===== src/rtl/march_cminus_sequencer.sv =====
// March C- sequencer: drives a single-port SRAM through w0/r0w1/r1w0 (up), r0w1/r1w0/r0 (down),
// checking each read one cycle later and logging done, sticky fail, first-fail location and error count.
module march_cminus_sequencer #(
   parameter int                    ADDR_WIDTH    = 8,
   parameter int                    DATA_WIDTH    = 8,
   parameter logic [DATA_WIDTH-1:0] BG_PATTERN    = '0,
   parameter int                    ERR_CNT_WIDTH = 8
) (
   input  logic                     clk,
   input  logic                     rst,
   input  logic                     start,
   input  logic [DATA_WIDTH-1:0]    mem_rdata,
   output logic [ADDR_WIDTH-1:0]    mem_addr,
   output logic [DATA_WIDTH-1:0]    mem_wdata,
   output logic                     mem_we,
   output logic                     busy,
   output logic                     done,
   output logic                     fail,
   output logic [ADDR_WIDTH-1:0]    first_fail_addr,
   output logic [2:0]               first_fail_elem,
   output logic [ERR_CNT_WIDTH-1:0] err_count
);

   typedef enum logic [1:0] {S_IDLE, S_RUN, S_DRAIN} state_t;

   localparam logic [ADDR_WIDTH-1:0]    ADDR_MAX = '1;
   localparam logic [ADDR_WIDTH-1:0]    ADDR_ONE = ADDR_WIDTH'(1);
   localparam logic [ERR_CNT_WIDTH-1:0] ERR_MAX  = '1;
   localparam logic [ERR_CNT_WIDTH-1:0] ERR_ONE  = ERR_CNT_WIDTH'(1);

   state_t                   state_q, state_d;
   logic [2:0]               elem_q, elem_d;
   logic                     op_q, op_d;
   logic [ADDR_WIDTH-1:0]    addr_q, addr_d;
   logic                     cmp_valid_q, cmp_valid_d;
   logic [DATA_WIDTH-1:0]    cmp_exp_q, cmp_exp_d;
   logic [ADDR_WIDTH-1:0]    cmp_addr_q, cmp_addr_d;
   logic [2:0]               cmp_elem_q, cmp_elem_d;
   logic                     fail_q, fail_d;
   logic [ADDR_WIDTH-1:0]    ffa_q, ffa_d;
   logic [2:0]               ffe_q, ffe_d;
   logic [ERR_CNT_WIDTH-1:0] err_q, err_d;
   logic                     done_q, done_d;

   logic                     is_down, is_read, data_one, last_op, last_addr;
   logic [DATA_WIDTH-1:0]    op_data;

   // Element decode: E0/E5 have one op; op 0 of E1..E5 is the read, op 1 the write.
   always_comb begin
      is_down   = (elem_q >= 3'd3);
      is_read   = (op_q == 1'b0) && (elem_q != 3'd0);
      data_one  = op_q ? ((elem_q == 3'd1) || (elem_q == 3'd3))
                       : ((elem_q == 3'd2) || (elem_q == 3'd4));
      op_data   = data_one ? ~BG_PATTERN : BG_PATTERN;
      last_op   = op_q || (elem_q == 3'd0) || (elem_q == 3'd5);
      last_addr = is_down ? (addr_q == '0) : (addr_q == ADDR_MAX);
   end

   always_comb begin
      state_d     = state_q;
      elem_d      = elem_q;
      op_d        = op_q;
      addr_d      = addr_q;
      cmp_valid_d = 1'b0;
      cmp_exp_d   = cmp_exp_q;
      cmp_addr_d  = cmp_addr_q;
      cmp_elem_d  = cmp_elem_q;
      fail_d      = fail_q;
      ffa_d       = ffa_q;
      ffe_d       = ffe_q;
      err_d       = err_q;
      done_d      = 1'b0;
      mem_addr    = '0;
      mem_wdata   = '0;
      mem_we      = 1'b0;

      if (cmp_valid_q && (mem_rdata != cmp_exp_q)) begin
         fail_d = 1'b1;
         if (err_q != ERR_MAX) err_d = err_q + ERR_ONE;
         if (!fail_q) begin
            ffa_d = cmp_addr_q;
            ffe_d = cmp_elem_q;
         end
      end

      case (state_q)
         S_IDLE: begin
            if (start) begin
               state_d = S_RUN;
               elem_d  = 3'd0;
               op_d    = 1'b0;
               addr_d  = '0;
               fail_d  = 1'b0;
               ffa_d   = '0;
               ffe_d   = 3'd0;
               err_d   = '0;
            end
         end
         S_RUN: begin
            mem_addr  = addr_q;
            mem_we    = !is_read;
            mem_wdata = op_data;
            if (is_read) begin
               cmp_valid_d = 1'b1;
               cmp_exp_d   = op_data;
               cmp_addr_d  = addr_q;
               cmp_elem_d  = elem_q;
            end
            if (!last_op) begin
               op_d = 1'b1;
            end else begin
               op_d = 1'b0;
               if (!last_addr) begin
                  addr_d = is_down ? (addr_q - ADDR_ONE) : (addr_q + ADDR_ONE);
               end else if (elem_q == 3'd5) begin
                  state_d = S_DRAIN;
               end else begin
                  // E2 ends at N-1 and E3 starts there, so the direction flip lands on a boundary.
                  elem_d = elem_q + 3'd1;
                  addr_d = (elem_q >= 3'd2) ? ADDR_MAX : '0;
               end
            end
         end
         S_DRAIN: begin
            state_d = S_IDLE;
            done_d  = 1'b1;
            elem_d  = 3'd0;
            addr_d  = '0;
         end
         default: state_d = S_IDLE;
      endcase
   end

   always_ff @(posedge clk) begin
      if (rst) begin
         state_q     <= S_IDLE;
         elem_q      <= 3'd0;
         op_q        <= 1'b0;
         addr_q      <= '0;
         cmp_valid_q <= 1'b0;
         cmp_exp_q   <= '0;
         cmp_addr_q  <= '0;
         cmp_elem_q  <= 3'd0;
         fail_q      <= 1'b0;
         ffa_q       <= '0;
         ffe_q       <= 3'd0;
         err_q       <= '0;
         done_q      <= 1'b0;
      end else begin
         state_q     <= state_d;
         elem_q      <= elem_d;
         op_q        <= op_d;
         addr_q      <= addr_d;
         cmp_valid_q <= cmp_valid_d;
         cmp_exp_q   <= cmp_exp_d;
         cmp_addr_q  <= cmp_addr_d;
         cmp_elem_q  <= cmp_elem_d;
         fail_q      <= fail_d;
         ffa_q       <= ffa_d;
         ffe_q       <= ffe_d;
         err_q       <= err_d;
         done_q      <= done_d;
      end
   end

   assign busy            = (state_q != S_IDLE);
   assign done            = done_q;
   assign fail            = fail_q;
   assign first_fail_addr = ffa_q;
   assign first_fail_elem = ffe_q;
   assign err_count       = err_q;

endmodule


===== config.mk =====
export PLATFORM = sky130hd
export DESIGN_NAME = march_cminus_sequencer
export DESIGN_NICKNAME = d
export VERILOG_FILES = /design/src/rtl/march_cminus_sequencer.sv
export SDC_FILE = /design/constraint.sdc
export NUM_CORES = 1
export LEC_CHECK = 0
export CAP_MARGIN = 30
export CORE_UTILIZATION = 58
export CTS_BUF_LIST = sky130_fd_sc_hd__clkbuf_8
export DETAILED_ROUTE_END_ITERATION = 16
export PLACE_DENSITY = 0.88
export SYNTH_ARGS = -nofsm -noshare
export SYNTH_HDL_FRONTEND = slang
export SYNTH_SLANG_ARGS = --single-unit

===== constraint.sdc =====
create_clock -name clk -period 5.2 [get_ports clk]
set_input_delay 0.78 -clock clk [delete_from_list [all_inputs] [get_ports clk]]
set_output_delay 0.78 -clock clk [all_outputs]
set_load 0.02 [all_outputs]

==> key figures <==
Run status
  • Status: finished clean

Clock network
  • Root Driver: clkbuf_8
  • Total setup buffers inserted after CTS: 0
  • Num CTS Buffers: 5
  • CTS tree: built
  • Skew-Pair Late Insertion Delay: 0.31 ns
  • Clock Path Buffers: 2
  • Clock sinks: 48
  • Clock-pin slew on the worst setup and hold paths: 0.09 ns
  • Post-CTS Hold Buffers: 0
  • Resized cells post-CTS: 0
  • Clock H-tree levels: 2

STA
  • Post-layout min period: 3.181 ns
  • RSZ-0062 raised after global routing: no
  • Clock skew: 0.003433 ns
  • Fin. Hold Viols: 0
  • Final setup violation count: 0
  • Max-slew headroom: 0.4699
  • FMAX: 314.3 MHz
  • Setup TNS: 0 ns
  • Hold_ws: 0.4674 ns
  • Worst-Margin Slew: 0.7936 ns
  • Slew Limit Fails: 0
  • Final period util: 0.6118

Worst hold path
  • Hold depth: 2
  • Hold crit path type: reg -> reg
  • HP Start: cmp_elem_q[2]$_SDFFE_PP0P_

Drt
  • WL final: 6.017 mm
  • Via count: 2,416
  • Detail Route Antenna Nets: 0
  • Initial DRT Pass Iterations: 6
  • Vias/cell: 6.040
  • Routed wire per std cell: 15.04 microns
  • Drt drc: 0
  • DRT iter0 DRCs: 131

Logic synthesis
  • Cell area after synthesis: 2575 sq um
  • Distinct cells, synth: 50
  • Register area share after synthesis: 0.3732
  • Yosys top cell area share: 0.3732
  • Syn_area_per_cell: 8.360 sq um
  • EDFF count, synth: 0
  • Yosys top cell by area: dfxtp_1
  • Synth Instances: 308
  • Most frequent cell after synthesis: dfxtp_1
  • Synth top area cells: dfxtp_1 (37%), a21oi_1 (6.2%), nand2_1 (6.0%)
  • Flops & latches, synth: 48
  • Yosys warnings: 0
  • Primary FF master, synth: dfxtp_1
  • Commonest cells post-synth: dfxtp_1 (48), nand2_1 (41), nor2_1 (33)
  • FFs w/ async S/R, synth: 0
  • Net count after synthesis: 332

Die
  • Io pins: 50
  • Site row count: 23
  • Die height: 68.63 microns
  • DIE WIDTH: 68.63 microns
  • Core area: 4144 sq um
  • Die ar.: 4710 sq um
  • Starting Density: 0.6214

Worst setup path
  • Arrival @ worst endpoint: 2.40 ns
  • Critical path required time: 4.42 ns
  • R2r setup slk: 2.25 ns
  • Nature of the critical path startpoint: flip-flop
  • Crit path capture: mem_wdata[5]
  • Origin of the worst setup path: state_q[0]$_SDFFE_PP0P_
  • R2R Path Start: elem_q[1]$_SDFFE_PP0P_
  • Setup CP Type: reg -> out
  • Reg2reg end: addr_q[7]$_SDFFE_PP0P_
  • Worst Path Max Fanout: 13
  • Crit end category: primary output
  • Worst R2R Path Depth: 9

Layout
  • Layout cells sized above 1: 0.05714
  • Layout overhead on the synthesized area: 22.94%
  • Fin nets: 373
  • ANT cells: 0
  • Post-layout util: 0.7639

Power and ir drop
  • Static Leak: 1.092 nW
  • Maximum vdd drop: 0.1665 mV
  • Power per Cell Area: 220.5 nW/um^2

Placement
  • DP Wirelength: 4.323 mm
  • Port Buffer Count: 49
  • Final GP Congestion: 0.9079

GRT
  • Global-route wire length before repair: 9.570 mm
  • Initial antenna violation count: 0
  • Vias in the first global route: 2,086
  • Total gr overflow: 0
  • Largest net degree at the start of global routing: 31
  • Total track usage: 0.2755

Flow run
  • Max-cap check violation count: 0
## cell usage in the layout (no fill, tap or decap), types with 2 or more instances in the layout
| master | n |
|---|---|
| clkdlybuf4s50_1 | 49 |
| dfxtp_1 | 48 |
| nand2_1 | 41 |
| nor2_1 | 33 |
| a21oi_1 | 32 |
| mux2i_1 | 15 |
| o21ai_0 | 12 |
| ha_1 | 12 |
| inv_1 | 11 |
| and2_1 | 10 |
| nand3_1 | 10 |
| nor4_1 | 6 |
| nor3_1 | 5 |
| clkbuf_8 | 5 |
| nand4_1 | 4 |
| xnor2_1 | 4 |
| nor2b_1 | 3 |
| or3_1 | 3 |
| o21bai_1 | 3 |
| a211oi_1 | 3 |
| nand2b_1 | 2 |
| nor3_2 | 2 |
| a311oi_1 | 2 |
| o211ai_1 | 2 |
| o41a_1 | 2 |
| a311o_1 | 2 |
| nor3b_1 | 2 |
| clkinv_4 | 2 |
| buf_4 | 2 |
## power by group
group	internal (W)	switching, W	leakage [nW]
Clock	0.000145	0.000134	0.0583
Sequential	0.000369	0.00000236	0.387
Combinational	0.0000183	0.0000300	0.647
## layer usage
| layer | part of all wire | up-vias | track usage |
|---|---|---|---|
| met5 | 0 | - | 0 |
| met1 | 0.43 | 1124 | 0.3535 |
| met4 | 0.017 | 0 | 0.09375 |
| li1 | - | 1167 | - |
| met2 | 0.47 | 112 | 0.4534 |
| met3 | 0.082 | 13 | 0.06086 |
## final cells by class
| cell class | instances | area [sq um] |
|---|---|---|
| Clock buffer | 5 | 68.82 |
| Timing Repair Buffer | 52 | 516.7 |
| Inverter | 11 | 41.29 |
| Tap cell | 50 | 62.56 |
| Clock inverter | 3 | 47.55 |
| Multi-Input combinational cell | 231 | 1468 |
| Fill cell | 316 | 978.4 |
| Sequential cell | 48 | 960.9 |
## critical path, cell delays in order, from the launching register on
cell	delay (ns)
dfxtp_1	0.41
nor2b_1	0.67
and2_1	0.36
clkdlybuf4s50_1	0.65
## state kept, by name, indices dropped and copies added (netlist names), 2 cells and up
signal           cells
addr_q               8
cmp_addr_q           8
cmp_elem_q           3
elem_q               3
err_count            8
first_fail_addr      8
first_fail_elem      3
state_q              2
## stage by stage
step	cells	setup slack (ns)	total power, W	instance area, sq um
2_1_floorplan	308	2.634	0.0004075	2575
4_1_cts	400	2.033	0.0006997	3166
5_1_grt	400	1.773	0.0007246	3166
3_5_place_dp	392	2.286	0.0004269	3049
6_report	400	2.019	0.0006981	3166
3_3_place_gp	391	2.391	0.0004262	3038
## how the worst min path moves through the flow
stage                                  to
6_report       cmp_elem_q[2]$_SDFFE_PP0P_
5_1_grt        cmp_addr_q[7]$_SDFFE_PP0P_
4_1_cts        cmp_elem_q[1]$_SDFFE_PP0P_
3_5_place_dp   cmp_elem_q[1]$_SDFFE_PP0P_
3_3_place_gp   cmp_addr_q[7]$_SDFFE_PP0P_
2_1_floorplan  cmp_addr_q[0]$_SDFFE_PP0P_
## cells by family after synthesis
| kind of cell | count (synthesis) | synth area share |
|---|---|---|
| xor+xnor | 5 | 0.01701 |
| flops | 48 | 0.3732 |
| mux | 16 | 0.06268 |
| compound gates | 70 | 0.1837 |
| fa+ha+maj | 13 | 0.06608 |
| buf+inv | 29 | 0.05879 |
| simple gates | 127 | 0.2386 |
No activity file was read; power rests on OpenSTA's default activity.
